**config.mk**
```make
export PLATFORM = sky130hd
export DESIGN_NAME = idwt_tile_ctrl
export DESIGN_NICKNAME = d
export VERILOG_FILES = /design/src/rtl/idwt_pkg.sv /design/src/rtl/idwt_row_buf.sv /design/src/rtl/idwt_tile_ctrl.sv
export SDC_FILE = /design/constraint.sdc
export NUM_CORES = 2
export LEC_CHECK = 0
export ABC_AREA = 1
export ABC_CLOCK_PERIOD_IN_PS = 34100
export CORE_AREA = 2 2 459 461
export CTS_CLUSTER_DIAMETER = 80
export CTS_CLUSTER_SIZE = 14
export DETAILED_ROUTE_END_ITERATION = 7
export DIE_AREA = 0 0 461 463
export GPL_TIMING_DRIVEN = 0
export PLACE_DENSITY_LB_ADDON = 0.25
export SLEW_MARGIN = 5
export SYNTH_ARGS = -nofsm -noshare
export SYNTH_HDL_FRONTEND = slang
export SYNTH_SLANG_ARGS = --single-unit
```
**constraint.sdc**
```tcl
create_clock -name clk -period 34.1 [get_ports clk]
set_input_delay 5.115 -clock clk [delete_from_list [all_inputs] [get_ports clk]]
set_output_delay 5.115 -clock clk [all_outputs]
set_load 0.05 [all_outputs]
```
**src/rtl/idwt_pkg.sv**
```systemverilog
// Shared constants and types for the 2D IDWT tile sequencer.
//   ROW_W     : bits per row (8 pixels x 8 bits)
//   ROWS      : rows per tile (fixed by the core)
//   TILE_W    : width of the flattened tile bus
//   ROW_IDX_W : width of a row index
//   state_t   : sequencer states
package idwt_pkg;

    localparam int unsigned ROW_W     = 64;
    localparam int unsigned ROWS      = 8;
    localparam int unsigned TILE_W    = ROWS * ROW_W;
    localparam int unsigned ROW_IDX_W = $clog2(ROWS);

    typedef enum logic [1:0] {
        LOAD  = 2'd0,
        WAIT  = 2'd1,
        DRAIN = 2'd2
    } state_t;

endpackage

```
**src/rtl/idwt_row_buf.sv**
```systemverilog
// N-entry x W-bit register file used as the tile input and output buffers.
// Ports:
//   clk, rst          : clock, asynchronous active-high reset (clears all rows)
//   wr_en/wr_idx/wr_data : single-row indexed write
//   load_en/load_data : whole-buffer parallel load (wins over wr_en)
//   rd_idx/rd_data    : indexed combinational read
//   flat              : all rows, row i on bits [i*W +: W]
module idwt_row_buf
    import idwt_pkg::*;
#(
    parameter int unsigned W     = ROW_W,
    parameter int unsigned N     = ROWS,
    parameter int unsigned IDX_W = $clog2(N)
) (
    input  logic             clk,
    input  logic             rst,
    input  logic             wr_en,
    input  logic [IDX_W-1:0] wr_idx,
    input  logic [W-1:0]     wr_data,
    input  logic             load_en,
    input  logic [N*W-1:0]   load_data,
    input  logic [IDX_W-1:0] rd_idx,
    output logic [W-1:0]     rd_data,
    output logic [N*W-1:0]   flat
);

    logic [W-1:0] mem [N];

    // Row storage
    always_ff @(posedge clk or posedge rst) begin
        if (rst) begin
            for (int unsigned i = 0; i < N; i++) begin
                mem[i] <= '0;
            end
        end else if (load_en) begin
            for (int unsigned i = 0; i < N; i++) begin
                mem[i] <= load_data[i*W +: W];
            end
        end else if (wr_en) begin
            mem[wr_idx] <= wr_data;
        end
    end

    assign rd_data = mem[rd_idx];

    // Flat view of all rows
    always_comb begin
        flat = '0;
        for (int unsigned i = 0; i < N; i++) begin
            flat[i*W +: W] = mem[i];
        end
    end

endmodule

```
**src/rtl/idwt_tile_ctrl.sv**
```systemverilog
// Sequencer for the 2D IDWT core: collects eight input rows, holds them on the
// core inputs, captures the core result and streams it out row by row.
// Optional feature macro: IDWT_TILE_CTRL_STATS_EN adds tile_count/timeout_count.
// Ports:
//   clk, rst                     : clock, asynchronous active-high reset
//   in_valid/in_ready/in_data    : input row stream, row 0 first
//   core_in                      : held tile to the core, row r at [r*ROW_W +: ROW_W]
//   core_out/core_valid          : core result and its valid
//   out_valid/out_ready/out_data : output row stream, row 0 first
//   out_last                     : marks row 7
//   tile_count, timeout_count    : statistics (macro only)
//   busy                         : anything but idle LOAD with no rows taken
//   err_timeout                  : sticky forced-capture flag
module idwt_tile_ctrl
    import idwt_pkg::*;
#(
    parameter int unsigned CORE_LAT = 4,
    parameter int unsigned TIMEOUT  = 32
) (
    input  logic              clk,
    input  logic              rst,
    input  logic              in_valid,
    output logic              in_ready,
    input  logic [ROW_W-1:0]  in_data,
    output logic [TILE_W-1:0] core_in,
    input  logic [TILE_W-1:0] core_out,
    input  logic              core_valid,
    output logic              out_valid,
    input  logic              out_ready,
    output logic [ROW_W-1:0]  out_data,
    output logic              out_last,
`ifdef IDWT_TILE_CTRL_STATS_EN
    output logic [15:0]       tile_count,
    output logic [7:0]        timeout_count,
`endif
    output logic              busy,
    output logic              err_timeout
);

    localparam int unsigned HCNT_W = $clog2(TIMEOUT);

    if (TIMEOUT <= CORE_LAT) begin : g_bad_timeout
        $error("TIMEOUT must be greater than CORE_LAT");
    end

    state_t               state, state_n;
    logic [ROW_IDX_W-1:0] rcnt, rcnt_n;
    logic [ROW_IDX_W-1:0] ocnt, ocnt_n;
    logic [HCNT_W-1:0]    hcnt, hcnt_n;
    logic [ROW_W-1:0]     out_data_n;
    logic                 in_wr;
    logic                 capture;
    logic                 forced;
    logic                 tile_done;

    logic [ROW_IDX_W-1:0] ob_rd_idx;
    logic [ROW_W-1:0]     ob_rd_data;
    logic [ROW_W-1:0]     ib_rd_unused;
    logic [TILE_W-1:0]    ob_flat_unused;

    // Input buffer: indexed writes from the stream, flat view feeds the core
    idwt_row_buf #(.W(ROW_W), .N(ROWS)) u_in_buf (
        .clk       (clk),
        .rst       (rst),
        .wr_en     (in_wr),
        .wr_idx    (rcnt),
        .wr_data   (in_data),
        .load_en   (1'b0),
        .load_data ('0),
        .rd_idx    ('0),
        .rd_data   (ib_rd_unused),
        .flat      (core_in)
    );

    // Output buffer: parallel capture of the core result, indexed read out
    idwt_row_buf #(.W(ROW_W), .N(ROWS)) u_out_buf (
        .clk       (clk),
        .rst       (rst),
        .wr_en     (1'b0),
        .wr_idx    ('0),
        .wr_data   ('0),
        .load_en   (capture),
        .load_data (core_out),
        .rd_idx    (ob_rd_idx),
        .rd_data   (ob_rd_data),
        .flat      (ob_flat_unused)
    );

    // Prefetch the row that follows the one currently presented
    assign ob_rd_idx = ocnt + ROW_IDX_W'(1);

    // Next-state and datapath control
    always_comb begin
        state_n    = state;
        rcnt_n     = rcnt;
        hcnt_n     = hcnt;
        ocnt_n     = ocnt;
        out_data_n = out_data;
        in_wr      = 1'b0;
        capture    = 1'b0;
        forced     = 1'b0;
        tile_done  = 1'b0;

        unique case (state)
            LOAD: begin
                if (in_valid && in_ready) begin
                    in_wr = 1'b1;
                    if (rcnt == ROW_IDX_W'(ROWS - 1)) begin
                        rcnt_n  = '0;
                        hcnt_n  = '0;
                        state_n = WAIT;
                    end else begin
                        rcnt_n = rcnt + ROW_IDX_W'(1);
                    end
                end
            end
            WAIT: begin
                hcnt_n = hcnt + HCNT_W'(1);
                // core_valid before the settle time belongs to a stale tile
                if (hcnt >= HCNT_W'(CORE_LAT - 1) && core_valid) begin
                    capture = 1'b1;
                end else if (hcnt == HCNT_W'(TIMEOUT - 1)) begin
                    capture = 1'b1;
                    forced  = 1'b1;
                end
                if (capture) begin
                    hcnt_n     = '0;
                    ocnt_n     = '0;
                    state_n    = DRAIN;
                    out_data_n = core_out[ROW_W-1:0];
                end
            end
            DRAIN: begin
                if (out_valid && out_ready) begin
                    if (ocnt == ROW_IDX_W'(ROWS - 1)) begin
                        ocnt_n    = '0;
                        state_n   = LOAD;
                        tile_done = 1'b1;
                    end else begin
                        ocnt_n     = ocnt + ROW_IDX_W'(1);
                        out_data_n = ob_rd_data;
                    end
                end
            end
            default: begin
                state_n = LOAD;
            end
        endcase
    end

    // State, counters and registered outputs
    always_ff @(posedge clk or posedge rst) begin
        if (rst) begin
            state       <= LOAD;
            rcnt        <= '0;
            hcnt        <= '0;
            ocnt        <= '0;
            in_ready    <= 1'b1;
            out_valid   <= 1'b0;
            out_last    <= 1'b0;
            out_data    <= '0;
            busy        <= 1'b0;
            err_timeout <= 1'b0;
        end else begin
            state       <= state_n;
            rcnt        <= rcnt_n;
            hcnt        <= hcnt_n;
            ocnt        <= ocnt_n;
            in_ready    <= (state_n == LOAD);
            out_valid   <= (state_n == DRAIN);
            out_last    <= (state_n == DRAIN) && (ocnt_n == ROW_IDX_W'(ROWS - 1));
            out_data    <= out_data_n;
            busy        <= !((state_n == LOAD) && (rcnt_n == '0));
            err_timeout <= err_timeout || forced;
        end
    end

`ifdef IDWT_TILE_CTRL_STATS_EN
    // Completed tiles wrap; forced captures saturate
    always_ff @(posedge clk or posedge rst) begin
        if (rst) begin
            tile_count    <= '0;
            timeout_count <= '0;
        end else begin
            if (tile_done) begin
                tile_count <= tile_count + 16'd1;
            end
            if (forced && timeout_count != 8'hFF) begin
                timeout_count <= timeout_count + 8'd1;
            end
        end
    end
`else
    logic tile_done_unused;
    assign tile_done_unused = tile_done;
`endif

endmodule

```
## Word-level counts from Yosys, hierarchy flattened

Cells that the tools add are included.
W data, S select, Z words.

| cells by class | value |
|---|---|
| $add $sub $neg | 3 |
| div/mod/pow operators | 0 |
| multiplexer cells | 35 |
| reduce and logical (&&, ||, !) cells | 15 |
| multipliers | 0 |
| bitwise logic cells | 2 |
| equality and inequality tests | 12 |
| magnitude comparators | 4 |
| shift operators | 0 |

Operator list:

| operator | number |
|---|---|
| $bwmux W512 | 1 |
| $mux W64 | 6 |
| $bmux W64 S3 | 1 |
| $demux W64 S3 | 1 |
| $pmux W64 S2 | 1 |
| $mux W3 | 6 |
| $mux W5 | 3 |
| $mux W2 | 5 |
| $ne A2 B2 Y1 const B | 5 |
| $pmux W5 S2 | 1 |
| $eq A3 B3 Y1 const B | 3 |
| $ge A4 B4 Y1 const B | 2 |
| $mux W1 | 8 |
| $not A3 Y4 | 2 |
| $add A3 B1 Y3 const B | 2 |
| $logic_and A1 B1 Y1 | 6 |
| $pmux W2 S3 | 1 |
| $pmux W3 S2 | 1 |
| $add A5 B1 Y5 const B | 1 |
| $eq A5 B5 Y1 const B | 1 |
| $ge A5 B2 Y1 const B | 1 |
| $eq A2 B2 Y1 const B | 2 |
| $logic_not A2 Y1 | 2 |
| $lt A4 B1 Y1 const B | 1 |
| 7 further kinds | 8 |

| storage, ports and cells | value |
|---|---|
| latch bits | 0 |
| memories kept | 0 |
| bits of input ports | 581 |
| output and inout bits | 581 |
| memory bits (read-only) | 0 |
| bits in registers | 1,106 |
| bits in writable memories | 0 |

## Longest topological paths before layout

| depth | value |
|---|---|
| word-level depth | 9 |
| depth in mapped cells | 12 |
| depth with buffers taken out | 11 |

## Modules after synthesis

A second synthesis with hierarchy kept.

| unflattened totals | value |
|---|---|
| cells, all modules | 11,661 |
| area, all modules | 71,935.2 sq um |

By module, submodules not included:

| module | cells each | area an instance (sq um) | instances | sequential area each (sq um) |
|---|---|---|---|---|
| idwt_row_buf | 5,564 | 33,757.4 | 2 | 12,812.3 |
| idwt_tile_ctrl | 533 | 4,420.5 | 1 | 2,053.2 |

## Worst setup path before layout

Ideal clock, no wire load.

| timing path | value |
|---|---|
| path kind | input -> register |
| start | input port in_valid |
| end | register u_in_buf.mem, in the netlist u_in_buf.flat[460] |
| arrival | 6,165 ps |
| path buffers | 2 |
| data required time | 33,969 ps |
| slack | 27,804 ps |
| stages on the path | 9 |
| cell sequence | nand2_1 -> nor2_4 -> inv_2 -> nor2_1 -> nand3_1 -> buf_2 -> clkbuf_1 -> nand2_1 -> o21ai_0 |

| between the ends | value |
|---|---|
| longest elaborated chain between the ends | 3 |

Ends and longest elaborated chain:

| element | line | source |
|---|---|---|
| start, declared | idwt_tile_ctrl.sv:22 | `input logic in_valid,` |
| $logic_and A1 B1 Y1 | idwt_tile_ctrl.sv:106 | `if (in_valid && in_ready) begin` |
| $mux W1 | idwt_tile_ctrl.sv:106 |  |
| $mux W1 | idwt_tile_ctrl.sv:104 | `unique case (state)` |
| end signal, assigned by index | idwt_row_buf.sv:37 | `mem[i] <= load_data[i*W +: W];` |
| end signal, assigned by index | idwt_row_buf.sv:40 | `mem[wr_idx] <= wr_data;` |
| end, declared | idwt_row_buf.sv:27 | `logic [W-1:0] mem [N];` |

No other way between the ends.
A chain may end at the register's enable or synchronous reset.

==> results <==
- The flow ran to the end, and the final reports show no timing, DRC or antenna violations.
- The post-route netlist has 5.15% of its cells at a drive strength greater than 1.
- During placement, the flow inserted port buffers numbering 1161.
- The endpoint arrival time on the critical path is 8.81 ns.
- Of the synthesized area, sequential elements account for 61.2%.
- The detailed router used layers up to and including met5.
- The type of element launching the critical path is an input pin.
- The number of max-cap violations is 0.
- The initial antenna violation count was 56.
- The overall fraction of global-route tracks in use is 22.8%.
- The HPWL after detailed placement is 198 mm.
- Net switching is 46.8% of the power.
- The largest net degree at the start of global routing is 41.
- The total area inside the core boundary comes to 209000 um^2.
- The number of slew-limit violations in the final report is 0.
- Dividing total power by cell area gives a power density of 102 nW/um^2.
- dfrtp_1 takes more of the synthesized area than any other cell.
- The area growth from synthesis to layout is 41.9%.
- The total buffers and inverters traversed by the critical path is 12.
- At the end of routability-driven placement, the weighted congestion stood at 0.906.
- TritonCTS built the clock tree.
- In this run the deepest clock path goes through 3 buffers.
- The total number of yosys warnings is 0.
- The detailed router finished its first iteration with 3442 violations.
- Walking the worst path, the cells encountered are clkdlybuf4s50_1 -> clkinvlp_4 -> buf_12 -> buf_12 -> buf_12 -> buf_12 -> buf_12 -> buf_12 -> buf_12 -> buf_12 -> buf_12 -> buf_12.
- The sum of negative setup slack is 0 ns.
- The number of nets in the layout is 6975.
- OpenSTA, run right after detailed placement, puts the worst setup slack at 25.32 ns.
- The fraction of power consumed by sequential logic is 35.3%.
- The die height is 463 um.
- The internal power component is 3.47 mW.
- The worst setup path is of the input pin to async pin kind.
- The tightest slew margin relative to the limit is 19.3%.
- Synthesis handed over a netlist of 5089 instances.
- The data required time at the worst endpoint is 35.04 ns.
- The initial standard-cell utilization of the core is 21.7%.
- The sum of routed wire segments on met1 is 94.2 mm.
- The number of global-route vias before repair came to 42300.
- The final cycle utilization of the critical path is 23.1%.
- The post-synthesis share of cell area spent on xor and xnor gates is 0.0387%.
- The wire length on met3 is 20.2 mm.
- After layout, the minimum clock period comes to 7.87 ns.
- Detailed routing placed a total of 127 mm of wire on met2.
- The library cells used most frequently in the layout, excluding fill and tap cells, are 1245 x nand2_1, 1161 x clkdlybuf4s50_1, 1105 x dfrtp_1, 759 x o21ai_0, 580 x a21oi_1.
- The overall die width is 461 um.
- The synthesized netlist devotes 0.277% of its cell area to adder and majority cells.
- Setup repair after global routing left no endpoint under its margin.
- STA classifies the critical path endpoint as an async pin.
- The post-synth net total is 5680.
- The filler cells instantiated in the layout total 22100.
- The total CTS buffers is 97.
- CTS saw 1106 sinks.
- The DRC violation count after routing is 0.
- The transition time at the pin with the least slew margin is 1.21 ns.
- 1162 I/O pins were placed.
- The reg-to-reg startpoint is ocnt[0]$_DFF_PP0_.
- For this run the aggregate overflow at the end of global routing stands at 0.
- The wire length of the first global-routing pass is 343 mm.
- The first detailed-routing pass took 6 iterations.
- The wire length reported by the detailed router is 251 mm.
- On the critical path the largest part of the delay comes from buffers and inverters.
- The post-route antenna net violation count is 0.
- Combinational cells account for 47.3% of the total power.
- The synthesized area per cell is 8.88 um^2.
- The share of power burned in the clock network is 17.4%.
- On the critical path, the stage with the largest delay is an instance of clkinvlp_4.
- By area the synthesized netlist is led by dfrtp_1 61%, nand2_1 10%, o21ai_0 8.4%, a21oi_1 6.4%, inv_1 3.3%.
- The library cell used most frequently in the layout, excluding fill and tap cells, is nand2_1.
- The worst voltage drop across the vdd grid is 0.0713 mV.
- Clock skew on the completed layout was measured at 0.0411 ns.
- CTS built an H-tree with a depth of 3.
- The cell with the most instances on the worst path is buf_12.
- The routed layout has 42400 vias.
- The number of standard-cell rows in the floorplan is 168.
- The number of cells in the design after placement is 9090.
- Of the post-synthesis cell area, the dominant cell type holds 61.2%.
- The synthesized-area fraction occupied by ao, oa, aoi and oai cells is 16.2%.
- The maximum single-stage delay on the critical path is 0.50 ns.
- The later pin in the worst-skew pair is clocked with a latency of 0.78 ns.
- Summing all placed instances gives a cell area of 61100 um^2.
- The total non-filler cell area in the finished layout is 64100 um^2.
- The synthesized netlist devotes 15.5% of its cell area to simple gates.
- After clock tree synthesis, the clock-pin slew on the worst setup and hold paths is 0.07 ns.
- The detail-routed via count per cell is 4.58.
- Once layout is complete, the cells apart from fillers number 9255.
- The dominant combinational cell family by area after synthesis is compound AO/OA/AOI/OAI gates.
- Summed over all nets, the switching power comes to 3.05 mW.
- The analysis attributes to cell leakage a power of 27.9 nW.
- The number of hold-repair buffers added at the cts stage is 0.
- The multiplexer fraction of the synthesized cell area is 0.0221%.
- The worst min-delay path startpoint is u_out_buf.flat[175]$_DFFE_PP0P_.
- Post-CTS timing repair inserted 0 buffers for setup.
- The area of the die is 213000 um^2.
- Timing would allow up to 0.127 GHz.
- The post-detailed-route wirelength per cell is 27.1 um.
- The post-synthesis instance area is 45200 um^2.
- The post-CTS resize count is 0.
- The hold violation total from the final report is 0.
- The worst hold path belongs to the class flop to flop.
- Setup violations remaining at the end of the flow were counted as 0.
- Across all setup checks in the final design, the least slack found is 26.23 ns.
- The post-synthesis sequential element count is 1106.
- The maximum fanout encountered on the critical timing path is 37.
- The tree is rooted in a clkbuf_16.
- Tracing the worst setup path back leads to its startpoint at rst.
- The number of distinct library cell variants in the gate-level netlist after synthesis is 27.
==> worst min-delay path, stage by stage, from the launching register on <==
cell and delay [ns]:
dfrtp_1 0.34, nand2_1 0.05, nand2_1 0.06
==> power by group through the flow <==
| stage | sequential [mW] | clock [mW] | combinational (mW) |
|---|---|---|---|
| after detailed placement | 2.30 | 0 | 3.09 |
| after CTS | 2.29 | 1.16 | 3.10 |
| after global routing | 2.36 | 1.21 | 3.27 |
| after global placement | 2.32 | 0 | 3.06 |
| after floorplan | 3.36 | 0 | 0.736 |
| final | 2.30 | 1.14 | 3.09 |
==> state kept, by name, summed over array words and instances (netlist names), 2 cells and up <==
| register | flops |
|---|---|
| u_out_buf.flat | 512 |
| ocnt | 3 |
| u_in_buf.flat | 512 |
| out_data | 64 |
| rcnt | 3 |
| hcnt | 5 |
| state | 2 |
==> worst paths after layout <==
check / cells after the start / slack, ns / end
worst max-delay path: 12 / 26.23 / u_in_buf.flat[135]$_DFFE_PP0P_
worst max register to register: 8 / 30.36 / out_data[53]$_DFFE_PP0P_
worst min register to register: 2 / 0.48 / u_out_buf.flat[175]$_DFFE_PP0P_
worst min-delay path: 2 / 0.48 / u_out_buf.flat[175]$_DFFE_PP0P_
max in group clk: 1 / 26.75 / out_data[16]
min in group asynchronous: 2 / 4.81 / u_out_buf.flat[384]$_DFFE_PP0P_
==> cell type report <==
type                       count  area (um^2)  share of cell area [%]
sequential                  1106        27700                    43.2
multi-input combinational   3223        14500                    22.6
timing repair buffer        1196        12400                    19.3
tap                         2805         3510                    5.47
clock buffer                 108         2490                    3.88
inverter                     410         1540                    2.41
buffer                       350         1530                    2.39
clock inverter                29          502                   0.782
antenna                       28         70.1                   0.109
==> stage by stage <==
step                      power, mW  hold WS, ns  util, %
after floorplan                4.10        0.444        -
after CTS                      6.56        0.479     30.7
after detailed placement       5.40        0.460     29.3
after global routing           6.84        0.489     30.7
final                          6.52        0.476     30.8
after global placement         5.38        0.458     28.9
==> cells by family after synthesis <==
| family | count (synthesis) |
|---|---|
| buf+inv | 760 |
| fa+ha+maj | 10 |
| mux | 1 |
| flops | 1106 |
| compound gates | 1427 |
| simple gates | 1783 |
| xor+xnor | 2 |
==> per-layer routing <==
metal	global-route usage (%)	vias up
met1	26.1	21300
met2	40.0	1687
met5	0	-
met4	9.03	24
met3	6.23	326
li1	-	19000
==> synthesized netlist by cell type (all sizes together) <==
cell    count
xnor2       1
o22ai       1
dfrtp    1105
nor3        1
inv       410
clkbuf    183
ha         10
nand3     201
a21oi     580
nand2    1245
o21bai      1
dfstp       1
and3        1
mux2i       1
o211ai     67
nor2      328
buf       167
a31o        1
xor2        1
nand4       3
nor4        4
o21ai     777
Power figures use the tool's default switching activity.
